===== src/rtl/matrix_pkg.sv =====
// -----------------------------------------------------------------------------
// matrix_pkg
// Shared definitions for the matrix loader (front end of the 5x5 RREF inverter).
//   MAT_DATA_W / MAT_DIM : default element width and matrix order
//   ELEMS                : elements per frame (DIM*DIM)
//   CNT_W                : width of the element index counter
//   state_t              : loader FSM states (FILL, FULL)
//   idx(row,col)         : row-major flat element index
// -----------------------------------------------------------------------------
package matrix_pkg;

    localparam int MAT_DATA_W = 32;
    localparam int MAT_DIM    = 5;
    localparam int ELEMS      = MAT_DIM * MAT_DIM;
    localparam int CNT_W      = $clog2(ELEMS);

    typedef enum logic {
        FILL = 1'b0,
        FULL = 1'b1
    } state_t;

    function automatic int idx(input int row, input int col);
        return row * MAT_DIM + col;
    endfunction

endpackage


===== src/rtl/matrix_bank.sv =====
// -----------------------------------------------------------------------------
// matrix_bank
// DEPTH x DATA_W register file holding one matrix. Written one element per
// cycle, read as a single flat word (element k at bits [k*DATA_W +: DATA_W]).
// Ports:
//   clk    in  rising-edge clock
//   we     in  write enable
//   waddr  in  element index to write
//   wdata  in  element value
//   flat   out whole bank, row-major
// Contents carry no reset; the loader never exposes a bank until all of its
// elements have been rewritten by a complete frame.
// -----------------------------------------------------------------------------
module matrix_bank
    import matrix_pkg::*;
#(
    parameter int DATA_W = MAT_DATA_W,
    parameter int DEPTH  = ELEMS,
    parameter int AW     = CNT_W
) (
    input  logic                      clk,
    input  logic                      we,
    input  logic [AW-1:0]             waddr,
    input  logic [DATA_W-1:0]         wdata,
    output logic [DEPTH*DATA_W-1:0]   flat
);

    for (genvar k = 0; k < DEPTH; k++) begin : g_elem
        logic signed [DATA_W-1:0] elem;

        always_ff @(posedge clk) begin
            if (we && (waddr == AW'(k))) begin
                elem <= wdata;
            end
        end

        assign flat[k*DATA_W +: DATA_W] = elem;
    end

endmodule


===== src/rtl/matrix_loader.sv =====
// -----------------------------------------------------------------------------
// matrix_loader
// Collects a row-major stream of DIM*DIM elements over valid/ready and presents
// the complete matrix as one flat word, held under valid/ready until consumed.
// Ports:
//   clk, rst_n        clock, asynchronous active-low reset
//   s_valid/s_ready   element stream handshake (s_ready is registered)
//   s_data, s_last    element value and end-of-frame marker
//   m_valid/m_ready   matrix handshake toward the inverter
//   m_flat            element k at bits [k*DATA_W +: DATA_W], zero when idle
//   err_len           one-cycle pulse when s_last disagrees with the count
// Build option:
//   MATRIX_LOADER_PINGPONG_EN  two banks; one fills while the other is held.
//   Undefined: single bank with strict FILL/FULL alternation.
// -----------------------------------------------------------------------------
module matrix_loader
    import matrix_pkg::*;
#(
    parameter int DATA_W = MAT_DATA_W,
    parameter int DIM    = MAT_DIM
) (
    input  logic                      clk,
    input  logic                      rst_n,
    input  logic                      s_valid,
    output logic                      s_ready,
    input  logic [DATA_W-1:0]         s_data,
    input  logic                      s_last,
    output logic                      m_valid,
    input  logic                      m_ready,
    output logic [DIM*DIM*DATA_W-1:0] m_flat,
    output logic                      err_len
);

    localparam int NEL = DIM * DIM;
    localparam int AW  = $clog2(NEL);

    logic [AW-1:0] cnt;
    logic [AW-1:0] cnt_nxt;
    logic          accept;
    logic          at_last;
    logic          complete;
    logic          consume;

    assign accept   = s_valid && s_ready;
    assign at_last  = (cnt == AW'(NEL - 1));
    assign complete = accept && at_last;
    assign consume  = m_valid && m_ready;

    // The element count is authoritative: an early s_last drops the partial
    // frame, a missing s_last on the final element is reported but ignored.
    always_comb begin
        cnt_nxt = cnt;
        if (accept) begin
            if (at_last || s_last) begin
                cnt_nxt = '0;
            end else begin
                cnt_nxt = cnt + AW'(1);
            end
        end
    end

    always_ff @(posedge clk or negedge rst_n) begin
        if (!rst_n) begin
            cnt     <= '0;
            err_len <= 1'b0;
        end else begin
            cnt     <= cnt_nxt;
            err_len <= accept && (s_last != at_last);
        end
    end

`ifdef MATRIX_LOADER_PINGPONG_EN

    // full[b] marks bank b as holding a complete frame. wr_sel and rd_sel both
    // alternate, which keeps delivery in arrival order.
    logic [1:0]              full;
    logic [1:0]              full_nxt;
    logic                    wr_sel;
    logic                    rd_sel;
    logic [NEL*DATA_W-1:0]   flat0;
    logic [NEL*DATA_W-1:0]   flat1;

    assign m_valid = full[rd_sel];

    always_comb begin
        full_nxt = full;
        if (consume) begin
            full_nxt[rd_sel] = 1'b0;
        end
        if (complete) begin
            full_nxt[wr_sel] = 1'b1;
        end
    end

    always_ff @(posedge clk or negedge rst_n) begin
        if (!rst_n) begin
            full    <= 2'b00;
            wr_sel  <= 1'b0;
            rd_sel  <= 1'b0;
            s_ready <= 1'b0;
        end else begin
            full    <= full_nxt;
            s_ready <= ~&full_nxt;
            if (consume) begin
                rd_sel <= ~rd_sel;
            end
            if (complete) begin
                wr_sel <= ~wr_sel;
            end
        end
    end

    matrix_bank #(.DATA_W(DATA_W), .DEPTH(NEL), .AW(AW)) u_bank0 (
        .clk   (clk),
        .we    (accept && !wr_sel),
        .waddr (cnt),
        .wdata (s_data),
        .flat  (flat0)
    );

    matrix_bank #(.DATA_W(DATA_W), .DEPTH(NEL), .AW(AW)) u_bank1 (
        .clk   (clk),
        .we    (accept && wr_sel),
        .waddr (cnt),
        .wdata (s_data),
        .flat  (flat1)
    );

    // Gating by m_valid keeps partially written or stale banks invisible.
    assign m_flat = m_valid ? (rd_sel ? flat1 : flat0) : '0;

`else

    state_t                  state;
    state_t                  state_nxt;
    logic                    s_ready_nxt;
    logic                    m_valid_nxt;
    logic [NEL*DATA_W-1:0]   bank_flat;

    always_comb begin
        state_nxt   = state;
        s_ready_nxt = s_ready;
        m_valid_nxt = m_valid;
        case (state)
            FILL: begin
                s_ready_nxt = 1'b1;
                m_valid_nxt = 1'b0;
                if (complete) begin
                    state_nxt   = FULL;
                    s_ready_nxt = 1'b0;
                    m_valid_nxt = 1'b1;
                end
            end
            FULL: begin
                s_ready_nxt = 1'b0;
                m_valid_nxt = 1'b1;
                if (m_ready) begin
                    state_nxt   = FILL;
                    s_ready_nxt = 1'b1;
                    m_valid_nxt = 1'b0;
                end
            end
            default: begin
                state_nxt = FILL;
            end
        endcase
    end

    always_ff @(posedge clk or negedge rst_n) begin
        if (!rst_n) begin
            state   <= FILL;
            s_ready <= 1'b0;
            m_valid <= 1'b0;
        end else begin
            state   <= state_nxt;
            s_ready <= s_ready_nxt;
            m_valid <= m_valid_nxt;
        end
    end

    matrix_bank #(.DATA_W(DATA_W), .DEPTH(NEL), .AW(AW)) u_bank0 (
        .clk   (clk),
        .we    (accept),
        .waddr (cnt),
        .wdata (s_data),
        .flat  (bank_flat)
    );

    // The bank is rewritten during FILL; only a completed frame is shown.
    assign m_flat = m_valid ? bank_flat : '0;

`endif

endmodule


===== config.mk =====
export PLATFORM = sky130hd
export DESIGN_NAME = matrix_loader
export DESIGN_NICKNAME = d
export VERILOG_FILES = /design/src/rtl/matrix_pkg.sv /design/src/rtl/matrix_bank.sv /design/src/rtl/matrix_loader.sv
export SDC_FILE = /design/constraint.sdc
export NUM_CORES = 1
export LEC_CHECK = 0
export CORE_AREA = 8 8 318 320
export DETAILED_ROUTE_END_ITERATION = 7
export DIE_AREA = 0 0 326 328
export PLACE_DENSITY_LB_ADDON = 0.15
export SETUP_SLACK_MARGIN = 0.05
export SYNTH_ARGS = -nofsm -noshare
export SYNTH_HDL_FRONTEND = slang
export SYNTH_SLANG_ARGS = --single-unit

===== constraint.sdc =====
create_clock -name clk -period 3.9 [get_ports clk]
set_input_delay 0.78 -clock clk [delete_from_list [all_inputs] [get_ports clk]]
set_output_delay 0.78 -clock clk [all_outputs]
set_load 0.05 [all_outputs]

Word level (Yosys, flattened, before mapping)

Index checks and enable logic that the tools add are counted.

Equal/unequal tests: 25
Add/subtract/negate cells: 1
Muxes and demuxes: 8
Bitwise operators: 1
Reductions and logical operators: 29

Operators by type and width:

| kind                                                 | number |
|---|---|
| two-way mux 800 bit                                  | 1 |
| equality test 5 bit (second input constant)          | 9 |
| equality test 5 x 4 -> 1 bit (second input constant) | 8 |
| logical AND 1 bit                                    | 27 |
| equality test 5 x 3 -> 1 bit (second input constant) | 4 |
| equality test 5 x 2 -> 1 bit (second input constant) | 2 |
| adder 5 x 1 -> 5 bit (second input constant)         | 1 |
| equality test 5 x 1 -> 1 bit (second input constant) | 1 |
| zero test 5 bit                                      | 1 |
| two-way mux 5 bit                                    | 1 |
| two-way mux 1 bit                                    | 4 |
| case mux 1 bit (2 select lines)                      | 2 |
| logical OR 1 bit                                     | 1 |
| != test 1 bit                                        | 1 |
| inverter 1 bit                                       | 1 |

Register bits: 808
Input port bits: 37
Word-level logic and storage cells: 93
Output and inout bits: 803

Longest topological paths before layout

Gate-level depths: netlist of run 1.

Word-level depth: 4
Mapped depth: 7
Mapped depth without buffers: 7

By module

A second synthesis of run 1 with hierarchy kept.

Cells, all modules: 1770
Area, all modules: 30168.9 sq um

By module, submodules not included:

| module        | times used | area each (sq um) | seq. area each (sq um) | cells an instance |
|---|---|---|---|---|
| matrix_bank   | 1          | 24249.5           | 24023.0                | 842 |
| matrix_loader | 1          | 5919.4            | 200.2                  | 928 |

Least setup slack after synthesis of run 1

No wires, ideal clock.

Path type: input -> register
Start: input port s_valid
End: register u_bank0.g_elem[19].elem[0], enable pin
Path buffers: 1
Arrival: 2491 ps
Slack: 988 ps
Setup time: 421 ps
Cell stages on the path: 4
Data required time: 3479 ps
Cells stage by stage: and2_1 buf_6 nand3_1 nor2_1

Longest elaborated chain between the ends: 2

RTL lines:

| element              | RTL line            | source |
|---|---|---|
| start, declared      | matrix_loader.sv:24 | `input logic s_valid,` |
| logical AND 1 bit    | matrix_loader.sv:44 | `assign accept = s_valid && s_ready;` |
| logical AND 1 bit    | matrix_bank.sv:32   | `if (we && (waddr == AW'(k))) begin` |
| end signal, assigned | matrix_bank.sv:33   | `elem <= wdata;` |
| end, declared        | matrix_bank.sv:29   | `logic signed [DATA_W-1:0] elem;` |

No other way between the ends.
A chain may end at the register's enable or synchronous reset.

==> qor.yml, run 1 <==
floorplanning:
  dieHeight_microns: 328
  fp-row-count: 114
  coreArea_sq_um: 96000
  io_pins: 840
  die-area_sq_um: 107000
  start_util: 0.313
  fp.dieW_microns: 326
synth:
  synth_top_area_share: 0.800
  yosys-top-cells-area: "edfxtp_1, and2_1, clkbuf_1, dfrtp_1, ha_1"
  yosys-top-cells-count: "and2_1, edfxtp_1, clkbuf_1"
  syn_inst: 1772
  netlist_area_sq_um: 30000
  synth_edf_count: 800
  synthArstFlopShare: 0.00990
  yosysSeqAreaShare: 0.807
  synth_most_common_cell: "and2_1"
  ys_ff_latch: 808
  avgSynthCellArea_sq_um: 16.9
  synth.distinct_cells: 25
  synth.net_count: 1815
  synth_area_leader_cell: "edfxtp_1"
  yosysWarnings: 0
  synth-main-ff-cell: "edfxtp_1"
cells_and_area:
  layout-drive-gt1-share: 0.0838
  final_util: 0.451
  stdcell_count: 4022
  multi_input_area_sq_um: 5550
  seq_area_sq_um: 24200
  num-fill-cells: 8617
  final_nets: 2716
  syn_to_final_growth_pct: 44.0
placement:
  dp_hpwl_microns: 73000
  io_buffers: 839
  post-place-cells: 3859
  globalplace.congestion: 0.793
sta:
  skew_ns: 0.0198
  grt_setup_unrepaired: "yes"
  post-route-min-period_ns: 3.71
  hold_violations: 0
  worst_pin_slew_ns: 1.09
  setup_viol_count_final: 0
  fin_crit_sh: 0.950
  slew_violations: 0
  finalSetupTns_ns: 0
  slew_headroom: 0.273
  max_freq_mhz: 270
setup_path:
  endpoint_kind: "output pin"
  worst-path-max-fanout: 80
  ff2ff_path_depth: 4
  worstSetupStartpointType: "flop"
  required_ns: 3.12
  critical_path_class: "reg -> out"
  cp.arrival_ns: 2.93
pwr:
  powerDensity_nw_per_um2: 430
  power_leakage_uw: 0.0148
  max-vdd-ir-drop_uv: 507
clocking:
  cts_buffers: 88
  post_cts_buffers: 0
  root_buffer: "clkbuf_16"
  post_cts_resized: 0
  cts_tree: "yes"
  cts.sinks: 808
  clk_pin_slew_ns: 0.06
  cts_buffer_depth: 3
  ctsHoldBuffers: 0
  clk_latency_ns: 0.65
  cts_max_level: 3
routing:
  drcViolationCount: 0
  viasPerCell: 4.43
  antenna_left: 0
  drt-initial-drc-count: 1449
  via_count: 17800
  wl_microns: 109000
  wl_per_cell_microns: 27.0
  first_pass_iters: 5
global_routing:
  antenna_found_initial: 7
  grt_pass1_vias: 18400
  grt_max_degree: 158
  grt_usage: 0.193
  gr-total-overflow: 0
  grt_pass1_wl_microns: 148000
status:
  status: "complete, no violations"
hold_path:
  hold_class: "in -> async"
job:
  max-cap-violations: 0
[registers in the layout (all words and copies together) (netlist names)]
register             count
cnt                      5
err_len                  1
s_ready                  1
state                    1
u_bank0.g_elem.elem    800
[worst paths after layout]
path / start / endpoint / slack (ns)
setup / recovery: state / m_flat[215] / 0.19
hold / removal: rst_n / cnt[4] / 0.43
min in group clk: cnt[0] / cnt[0] / 0.61
hold reg to reg: cnt[0] / cnt[0] / 0.61
max in group asynchronous: rst_n / state / 3.16
setup reg to reg: cnt[3] / u_bank0.g_elem[22].elem[31] / 1.40
[critical path: stages, from the launching register on]
cell,delay (ns)
dfrtp_4,0.63
buf_12,0.25
buf_12,0.29
and2_1,0.21
clkdlybuf4s50_1,0.81
[cell type report]
| cell class | count | area share |
|---|---|---|
| timing repair buffer | 902 | 0.207 |
| tap | 1276 | 0.0369 |
| inverter | 5 | 0.000434 |
| multi-input combinational | 868 | 0.128 |
| clock buffer | 106 | 0.0535 |
| antenna | 2 | 0.000116 |
| sequential | 808 | 0.560 |
| clock inverter | 55 | 0.0135 |
[cells in the final DEF, fill, tap and decap left out, types with 2 or more instances in the layout]
cell and instances:
dlymetal6s2s_1 15, and2_2 3, inv_16 2, buf_4 52, o21ai_0 5, clkbuf_1 16
edfxtp_1 800, clkinv_2 19, nand2b_1 2, ha_1 6, diode_2 2, clkbuf_16 90
buf_2 16, bufinv_16 11, dfrtp_1 7, inv_1 5, nand2_1 9, clkinv_1 18
clkdlybuf4s50_1 808, nor2_4 17, nor2_1 2, and3_1 2, nand3_1 7, buf_12 10
inv_6 3, and2_1 804
[layer usage]
layer | global-route usage | up-vias | routed length [microns]
li1 | - | 7983 | -
met1 | 0.216 | 9050 | 40900
met2 | 0.349 | 677 | 56500
met3 | 0.0682 | 122 | 8790
met4 | 0.0485 | 2 | 2330
met5 | 0 | - | 13
[cell families after synthesis]
group | Yosys count | share of synthesized area
flip-flops | 808 | 0.807
AND/OR/NAND/NOR | 854 | 0.176
adder cells (fa/ha/maj) | 6 | 0.00250
AO/OA/AOI/OAI | 6 | 0.00113
multiplexers | 2 | 0.000708
buffers and inverters | 96 | 0.0128
[report_power, final]
part | internal (uW) | switching, uW
clock network | 4960 | 3470
logic | 66.9 | 375
registers | 9680 | 28.1
total | 14700 | 3870
[stage by stage]
stage                     setup WS [ns]  power [uW]  hold WS [ns]  instance area (sq um)
after global placement            0.809       10300         0.553                  40300
after global routing             0.0395       19100         0.413                  43200
final                             0.195       18600         0.434                  43200
after floorplan                   0.988        9970         0.484                  30000
after detailed placement          0.764       10300         0.602                  40300
after CTS                        0.0588       18800         0.380                  43200
Power figures use the tool's default switching activity.
==> inputs of run 2 (changes only) <==
==> constraint.sdc (replaced) <==
create_clock -name clk -period 3 [get_ports clk]
set_input_delay 0.6 -clock clk [delete_from_list [all_inputs] [get_ports clk]]
set_output_delay 0.6 -clock clk [all_outputs]
set_load 0.05 [all_outputs]
==> run 2 against run 1 <==
Compared with the run above: via count increased by 1.5%; critical path type unchanged; first-iteration DRC count increased by 10%; largest cell class unchanged; sequential power increased by 30%.
==> qor.yml, run 2 (synthesis results as in run 1) <==
status:
  status: "complete, no violations"  # unchanged
global_routing:
  grt_pass1_vias: 18400  # about the same
  grt_usage: 0.198  # was 0.193
  antenna_found_initial: 9  # was 7
  grt_pass1_wl_microns: 150000  # was 148000 microns
  gr-total-overflow: 0  # unchanged
  grt_max_degree: 118  # was 158
job:
  max-cap-violations: 0  # unchanged
routing:
  drcViolationCount: 0  # unchanged
  drt-initial-drc-count: 1599  # was 1449
  antenna_left: 0  # unchanged
  wl_microns: 111000  # was 109000 microns
  via_count: 18100  # was 17800
  viasPerCell: 4.50  # was 4.43
  first_pass_iters: 7  # was 5
  wl_per_cell_microns: 27.7  # was 27.0 microns
setup_path:
  cpLargestDelayFamily: "buffers and inverters"  # unchanged
  worstSetupStartpointType: "flop"  # unchanged
  cpMaxStageDelayCell: "clkdlybuf4s50_1"  # unchanged
  worst-path-max-fanout: 20  # was 80
  cp.arrival_ns: 2.29  # was 2.93 ns
  required_ns: 2.40  # was 3.12 ns
  cp_cell_sequence: "and2_1 > clkdlybuf4s50_1"  # was buf_12 > buf_12 > and2_1 > clkdlybuf4s50_1
  crit_buf_inv: 1  # was 3
  slowest_delay_ns: 0.86  # was 0.81 ns
  r2r-end: "u_bank0.g_elem[16].elem[31]"  # was u_bank0.g_elem[22].elem[31]
  critical_path_class: "reg -> out"  # unchanged
  crit-reg2reg-launch: "cnt[2]"  # was cnt[3]
  rrSetupSlack_ns: 0.84  # was 1.40 ns
  endpoint_kind: "output pin"  # unchanged
  ff2ff_path_depth: 4  # unchanged
clocking:
  cts_tree: "yes"  # unchanged
  cts_max_level: 3  # unchanged
  cts_buffers: 86  # was 88
  clk_pin_slew_ns: 0.06  # about the same
  cts.sinks: 808  # unchanged
  clk_latency_ns: 0.64  # was 0.65 ns
  cts_buffer_depth: 3  # unchanged
  root_buffer: "clkbuf_16"  # unchanged
pwr:
  powerDensity_nw_per_um2: 508  # was 430 nW/um^2
  power_leakage_uw: 0.0174  # was 0.0148 uW
  max-vdd-ir-drop_uv: 421  # was 507 uV
floorplanning:
  coreArea_sq_um: 96000  # unchanged
  fp.dieW_microns: 326  # unchanged
  start_util: 0.313  # unchanged
  io_pins: 840  # unchanged
  fp-row-count: 114  # unchanged
  die-area_sq_um: 107000  # unchanged
  dieHeight_microns: 328  # unchanged
sta:
  setup_viol_count_final: 0  # unchanged
  slew_violations: 0  # unchanged
  grt_setup_unrepaired: "yes"  # unchanged
  post-route-min-period_ns: 2.89
  hold_violations: 0  # unchanged
  max_freq_mhz: 347
  worst_pin_slew_ns: 1.04  # was 1.09 ns
  fin_crit_sh: 0.962
  worst_slack_ns: 0.115  # was 0.195 ns
  slew_headroom: 0.307  # was 0.273
  skew_ns: 0.0181  # was 0.0198 ns
  finalSetupTns_ns: 0  # unchanged
cells_and_area:
  regMostFlops: "u_bank0.g_elem.elem"  # unchanged
  largest_reg_flops: 800  # unchanged
  syn_to_final_growth_pct: 54.5  # was 44.0%
  final_common_cell: "and2_1"  # was clkdlybuf4s50_1
  final_util: 0.483  # was 0.451
  reg_top3: "u_bank0.g_elem.elem (800), cnt (5)"  # unchanged
  final_cell_mix: "and2_1, edfxtp_1, buf_12, buf_4, clkbuf_16"  # was clkdlybuf4s50_1, and2_1, edfxtp_1, clkbuf_16, buf_4
  final_nets: 2720  # was 2716
  layout-drive-gt1-share: 0.353  # was 0.0838
placement:
  globalplace.congestion: 0.806  # was 0.793
  place_ws_ns: 0.407  # was 0.764 ns
  io_buffers: 839  # unchanged
  dp_hpwl_microns: 75500  # was 73000 microns
hold_path:
  hold_class: "in -> async"  # unchanged
==> run 2: changes by cell type in the layout (fill, tap and decap cells not counted), sizes merged, moves of 4 or more <==
cell | previous run | this run
buf | 79 | 822
bufinv | 11 | 5
clkbuf | 106 | 110
clkdlybuf4s50 | 808 | 38
clkinv | 38 | 27
clkinvlp | 1 | 6
dlygate4sd2 | 0 | 47
dlymetal6s2s | 15 | 0
==> run 2: final cells by class <==
| class | count | area, sq um |
|---|---|---|
| clock buffers | 109 | 2320 |
| fillers | 8204 | 49600 |
| well taps | 1276 | 1600 |
| flip-flops and latches | 808 | 24200 |
| clock inverters | 42 | 375 |
| repair buffers | 908 | 12300 |
| multi-input cells | 868 | 5550 |
| inverters | 5 | 18.8 |
| diodes | 2 | 5.00 |
==> run 2: metal layers <==
metal | routed length [microns] | global-route usage
met1 | 42100 | 0.230
met2 | 57900 | 0.353
met3 | 8730 | 0.0614
met4 | 2450 | 0.0547
met5 | 0 | 0
==> run 2: per-stage QoR <==
stage          hold slack, ns  area, sq um  instances  total power [uW]
3_3_place_gp            0.564        43600       3862             13500
6_report                0.251        46400       4018             23500
2_1_floorplan           0.304        30000       1772             13000
4_1_cts                 0.200        46300       4015             23800
5_1_grt                 0.237        46400       4017             24200
3_5_place_dp            0.600        43600       3862             13500
==> run 2: report_power, final <==
part | switching, uW | internal [uW] | total (uW)
Sequential | 35.3 | 12600 | 12600
Clock | 4380 | 5920 | 10300
Combinational | 514 | 113 | 627
==> run 2: how the worst max path moves through the flow <==
stage | from | end | slack (ns) | cells past startpoint
finish | state | m_flat[791] | 0.11 | 2
detailed placement | s_valid | u_bank0.g_elem[4].elem[29] | 0.41 | 5
CTS | state | m_flat[287] | 0.06 | 4
floorplan | s_ready | u_bank0.g_elem[19].elem[0] | 0.11 | 4
global route | state | m_flat[187] | 0.02 | 4
global placement | s_valid | u_bank0.g_elem[4].elem[5] | 0.42 | 5
==> run 2: repair_timing <==
| action | 4_1_cts | 5_1_grt |
|---|---|---|
| endpoints found under the setup margin | 636 | 186 |
| resized for setup | 48 | 5 |
| gates cloned | 0 | 1 |
| buffers inserted | 2 | 0 |
| hold buffers | 0 | 0 |
==> inputs of run 3 (changes only) <==
--- a/config.mk
+++ b/config.mk
@@ -8,7 +8,8 @@
 export CORE_AREA = 8 8 318 320
 export DETAILED_ROUTE_END_ITERATION = 7
 export DIE_AREA = 0 0 326 328
-export PLACE_DENSITY_LB_ADDON = 0.15
+export PLACE_DENSITY = 0.65
+export REMOVE_ABC_BUFFERS = 1
 export SETUP_SLACK_MARGIN = 0.05
 export SYNTH_ARGS = -nofsm -noshare
 export SYNTH_HDL_FRONTEND = slang
==> run 3 against run 2 <==
Compared with the run above: setup slack better by 0.0015 ns; sequential share of layout area is 0.28 points lower; utilization is 0.26 points higher; count of clock-buffer cells in the layout is 9 lower; via count is 0.64% lower; first-iteration DRC count is 18% lower; critical endpoint is now m_flat[7]; largest cell class unchanged.
==> qor.yml, run 3 (synthesis results as in run 1) <==
cells_and_area:
  largest_reg_flops: 800  # unchanged
  syn_to_final_growth_pct: 55.3  # was 54.5%
  diodes: 0  # was 2
  final_common_cell: "and2_1"  # unchanged
  reg_top3: "u_bank0.g_elem.elem (800), cnt (5)"  # unchanged
  final_cell_mix: "and2_1, edfxtp_1, buf_4, buf_12, clkbuf_16"  # was and2_1, edfxtp_1, buf_12, buf_4, clkbuf_16
  layout-drive-gt1-share: 0.357  # was 0.353
  final_nets: 2742  # was 2720
  regMostFlops: "u_bank0.g_elem.elem"  # unchanged
job:
  max-cap-violations: 0  # unchanged
routing:
  via_count: 18000  # was 18100
  wl_microns: 105000  # was 111000 microns
  first_pass_iters: 4  # was 7
  viasPerCell: 4.45  # was 4.50
  drcViolationCount: 0  # unchanged
  antenna_left: 0  # unchanged
  wl_per_cell_microns: 25.9  # was 27.7 microns
  drt-initial-drc-count: 1311  # was 1599
pwr:
  max-vdd-ir-drop_uv: 528  # was 421 uV
  power_leakage_uw: 0.0174  # about the same
  p_total_uw: 23700  # was 23500 uW
  powerDensity_nw_per_um2: 508  # about the same
floorplanning:
  coreArea_sq_um: 96000  # unchanged
  start_util: 0.313  # unchanged
  io_pins: 840  # unchanged
  fp.dieW_microns: 326  # unchanged
  die-area_sq_um: 107000  # unchanged
  fp-row-count: 114  # unchanged
  dieHeight_microns: 328  # unchanged
setup_path:
  cpMaxStageDelayCell: "clkdlybuf4s50_1"  # unchanged
  cp_cell_sequence: "buf_6 > and2_1 > clkdlybuf4s50_1"  # was and2_1 > clkdlybuf4s50_1
  endpoint_kind: "output pin"  # unchanged
  worst-path-max-fanout: 16  # was 20
  crit_buf_inv: 2  # was 1
  critical_path_class: "reg -> out"  # unchanged
  cpLargestDelayFamily: "buffers and inverters"  # unchanged
  required_ns: 2.40  # about the same
  slowest_delay_ns: 0.85  # was 0.86 ns
  cp.arrival_ns: 2.28  # was 2.29 ns
  worstSetupStartpointType: "flop"  # unchanged
sta:
  worst_pin_slew_ns: 0.921  # was 1.04 ns
  max_freq_mhz: 347  # about the same
  grt_setup_unrepaired: "yes"  # unchanged
  setup_viol_count_final: 0  # unchanged
  worst_slack_ns: 0.116  # was 0.115 ns
  slew_headroom: 0.384  # was 0.307
  skew_ns: 0.0255  # was 0.0181 ns
  post-route-min-period_ns: 2.88  # was 2.89 ns
  hold_violations: 0  # unchanged
  finalSetupTns_ns: 0  # unchanged
  slew_violations: 0  # unchanged
  fin_crit_sh: 0.961  # was 0.962
clocking:
  clk_latency_ns: 0.66  # was 0.64 ns
  cts_buffers: 87  # was 86
  cts_tree: "yes"  # unchanged
  clk_pin_slew_ns: 0.06  # about the same
  root_buffer: "clkbuf_16"  # unchanged
  cts_max_level: 3  # unchanged
  ctsHoldBuffers: 0  # unchanged
  cts_buffer_depth: 3  # unchanged
  cts.sinks: 808  # unchanged
global_routing:
  grt_pass1_wl_microns: 142000  # was 150000 microns
  antenna_found_initial: 5  # was 9
  grt_pass1_vias: 17900  # was 18400
  grt_max_degree: 96  # was 118
  gr-total-overflow: 0  # unchanged
  grt_usage: 0.186  # was 0.198
placement:
  globalplace.congestion: 0.759  # was 0.806
  io_buffers: 839  # unchanged
  place_ws_ns: 0.287  # was 0.407 ns
  dp_hpwl_microns: 69500  # was 75500 microns
status:
  status: "complete, no violations"  # unchanged
hold_path:
  hold_class: "in -> async"  # unchanged
## run 3: cell count changes in the layout (fill, tap and decap cells not counted), sizes merged, moves of 6 or more
cell and change:
clkbuf -9, clkdlybuf4s50 +49, dlygate4sd2 -46, buf +12
dlymetal6s2s +6, clkinv +11
## run 3: area by class of cell
class / count / area [sq um]
repair buffers: 929 / 12500
flip-flops and latches: 808 / 24200
multi-input cells: 868 / 5550
clock inverters: 55 / 551
inverters: 5 / 18.8
well taps: 1276 / 1600
fillers: 7977 / 49400
clock buffers: 100 / 2230
## run 3: report_power, final
part           switching [uW]  internal (uW)  leakage [uW]  total [uW]
logic                     411            118       0.00873         530
clock network            4440           6110       0.00136       10500
registers                36.5          12600       0.00731       12600
## run 3: through the flow
step | hold WS (ns) | instance area (sq um) | util | cells
after floorplan | 0.304 | 29700 | - | 1681
after global placement | 0.565 | 43700 | 0.455 | 3880
after detailed placement | 0.568 | 43700 | 0.455 | 3880
after CTS | 0.209 | 46600 | 0.485 | 4040
after global routing | 0.232 | 46600 | 0.486 | 4041
final | 0.252 | 46600 | 0.486 | 4041
## run 3: path summary, 6_finish.rpt
kind / start / slack [ns] / cells after the start / to
setup reg to reg: cnt[2] / 0.87 / 4 / u_bank0.g_elem[16].elem[28]
max in group asynchronous: rst_n / 2.41 / 1 / state
min in group clk: s_data[3] / 0.55 / 1 / u_bank0.g_elem[24].elem[3]
hold / removal: rst_n / 0.25 / 1 / s_ready
setup / recovery: state / 0.12 / 3 / m_flat[7]
hold reg to reg: cnt[0] / 0.59 / 1 / cnt[0]
## run 3: what timing repair did
item,4_1_cts,5_1_grt
buffers inserted,4,0
gates resized for setup,5,9
endpoints found under the setup margin,671,154
gates cloned,1,1
## run 3: metal layers
metal,track usage,vias up,routed length [microns]
li1,-,8046,-
met1,0.212,9069,39000
met2,0.328,711,53700
met3,0.0597,152,8470
met4,0.0633,4,3280
met5,0,-,23
==> edit: new RTL, flow settings as in run 3 <==
The package constant `MAT_DIM` goes from 5 to 6.
--- a/src/rtl/matrix_pkg.sv
+++ b/src/rtl/matrix_pkg.sv
@@ -10,7 +10,7 @@
 package matrix_pkg;
 
     localparam int MAT_DATA_W = 32;
-    localparam int MAT_DIM    = 5;
+    localparam int MAT_DIM    = 6;
     localparam int ELEMS      = MAT_DIM * MAT_DIM;
     localparam int CNT_W      = $clog2(ELEMS);
 
Ports: changed (resized m_flat); port bits go from 840 to 1192. The function was not compared with the original's and may differ.
==> edit against run 3 <==
The run now fails in I/O pin placement (3_2_place_iop). Area after synthesis is 43% higher.
==> edit: results (changes against run 3) <==
Outcome
  – Status: aborted with a tool error
  – Log Error: [ERROR PPL-0024] Number of IO pins (1192) exceeds maximum number of available positions (1180). Increase the die perimeter from 1308.00um to 1621.12um.
  – Last stage reached: I/O pin placement (3_2_place_iop)

Synth
  – Synth warn: 0 (unchanged)
  – Post-synth cell types: 27 (+8.0%)
  – Synth Flop Type: edfxtp_1
  – Register area share after synthesis: 80.8% (+0.16 points)
  – Syn_area_per_cell: 17.0 µm² (+0.24%)
  – Synth Cell Area: 43100 µm² (+43%)
  – Top post-synthesis cells by area: edfxtp_1 (80%), and2_1 (17%), clkbuf_1 (1.0%)
  – Synth async-reset ratio: 0.775% (-0.21 points)
  – #FFs+latches synth: 1161 (+44%)
  – Number of enable flip-flop cells after synthesis: 1152 (+44%)
  – Commonest cells post-synth: and2_1 (1176), edfxtp_1 (1152), clkbuf_1 (119)
## edit: cell types whose count changed after synthesis, sizes merged, moves of 2 or more
cell	run 3	this run
clkbuf	80	119
edfxtp	800	1152
and2	807	1176
nand2	9	11
nand3	7	5
nand4b	0	3
## edit: logic make-up after synthesis
family / share of synthesized area [%]
adder cells (fa/ha/maj): 0.174
AND/OR/NAND/NOR: 17.6
AO/OA/AOI/OAI: 0.148
flip-flops: 80.8
buffers and inverters: 1.20
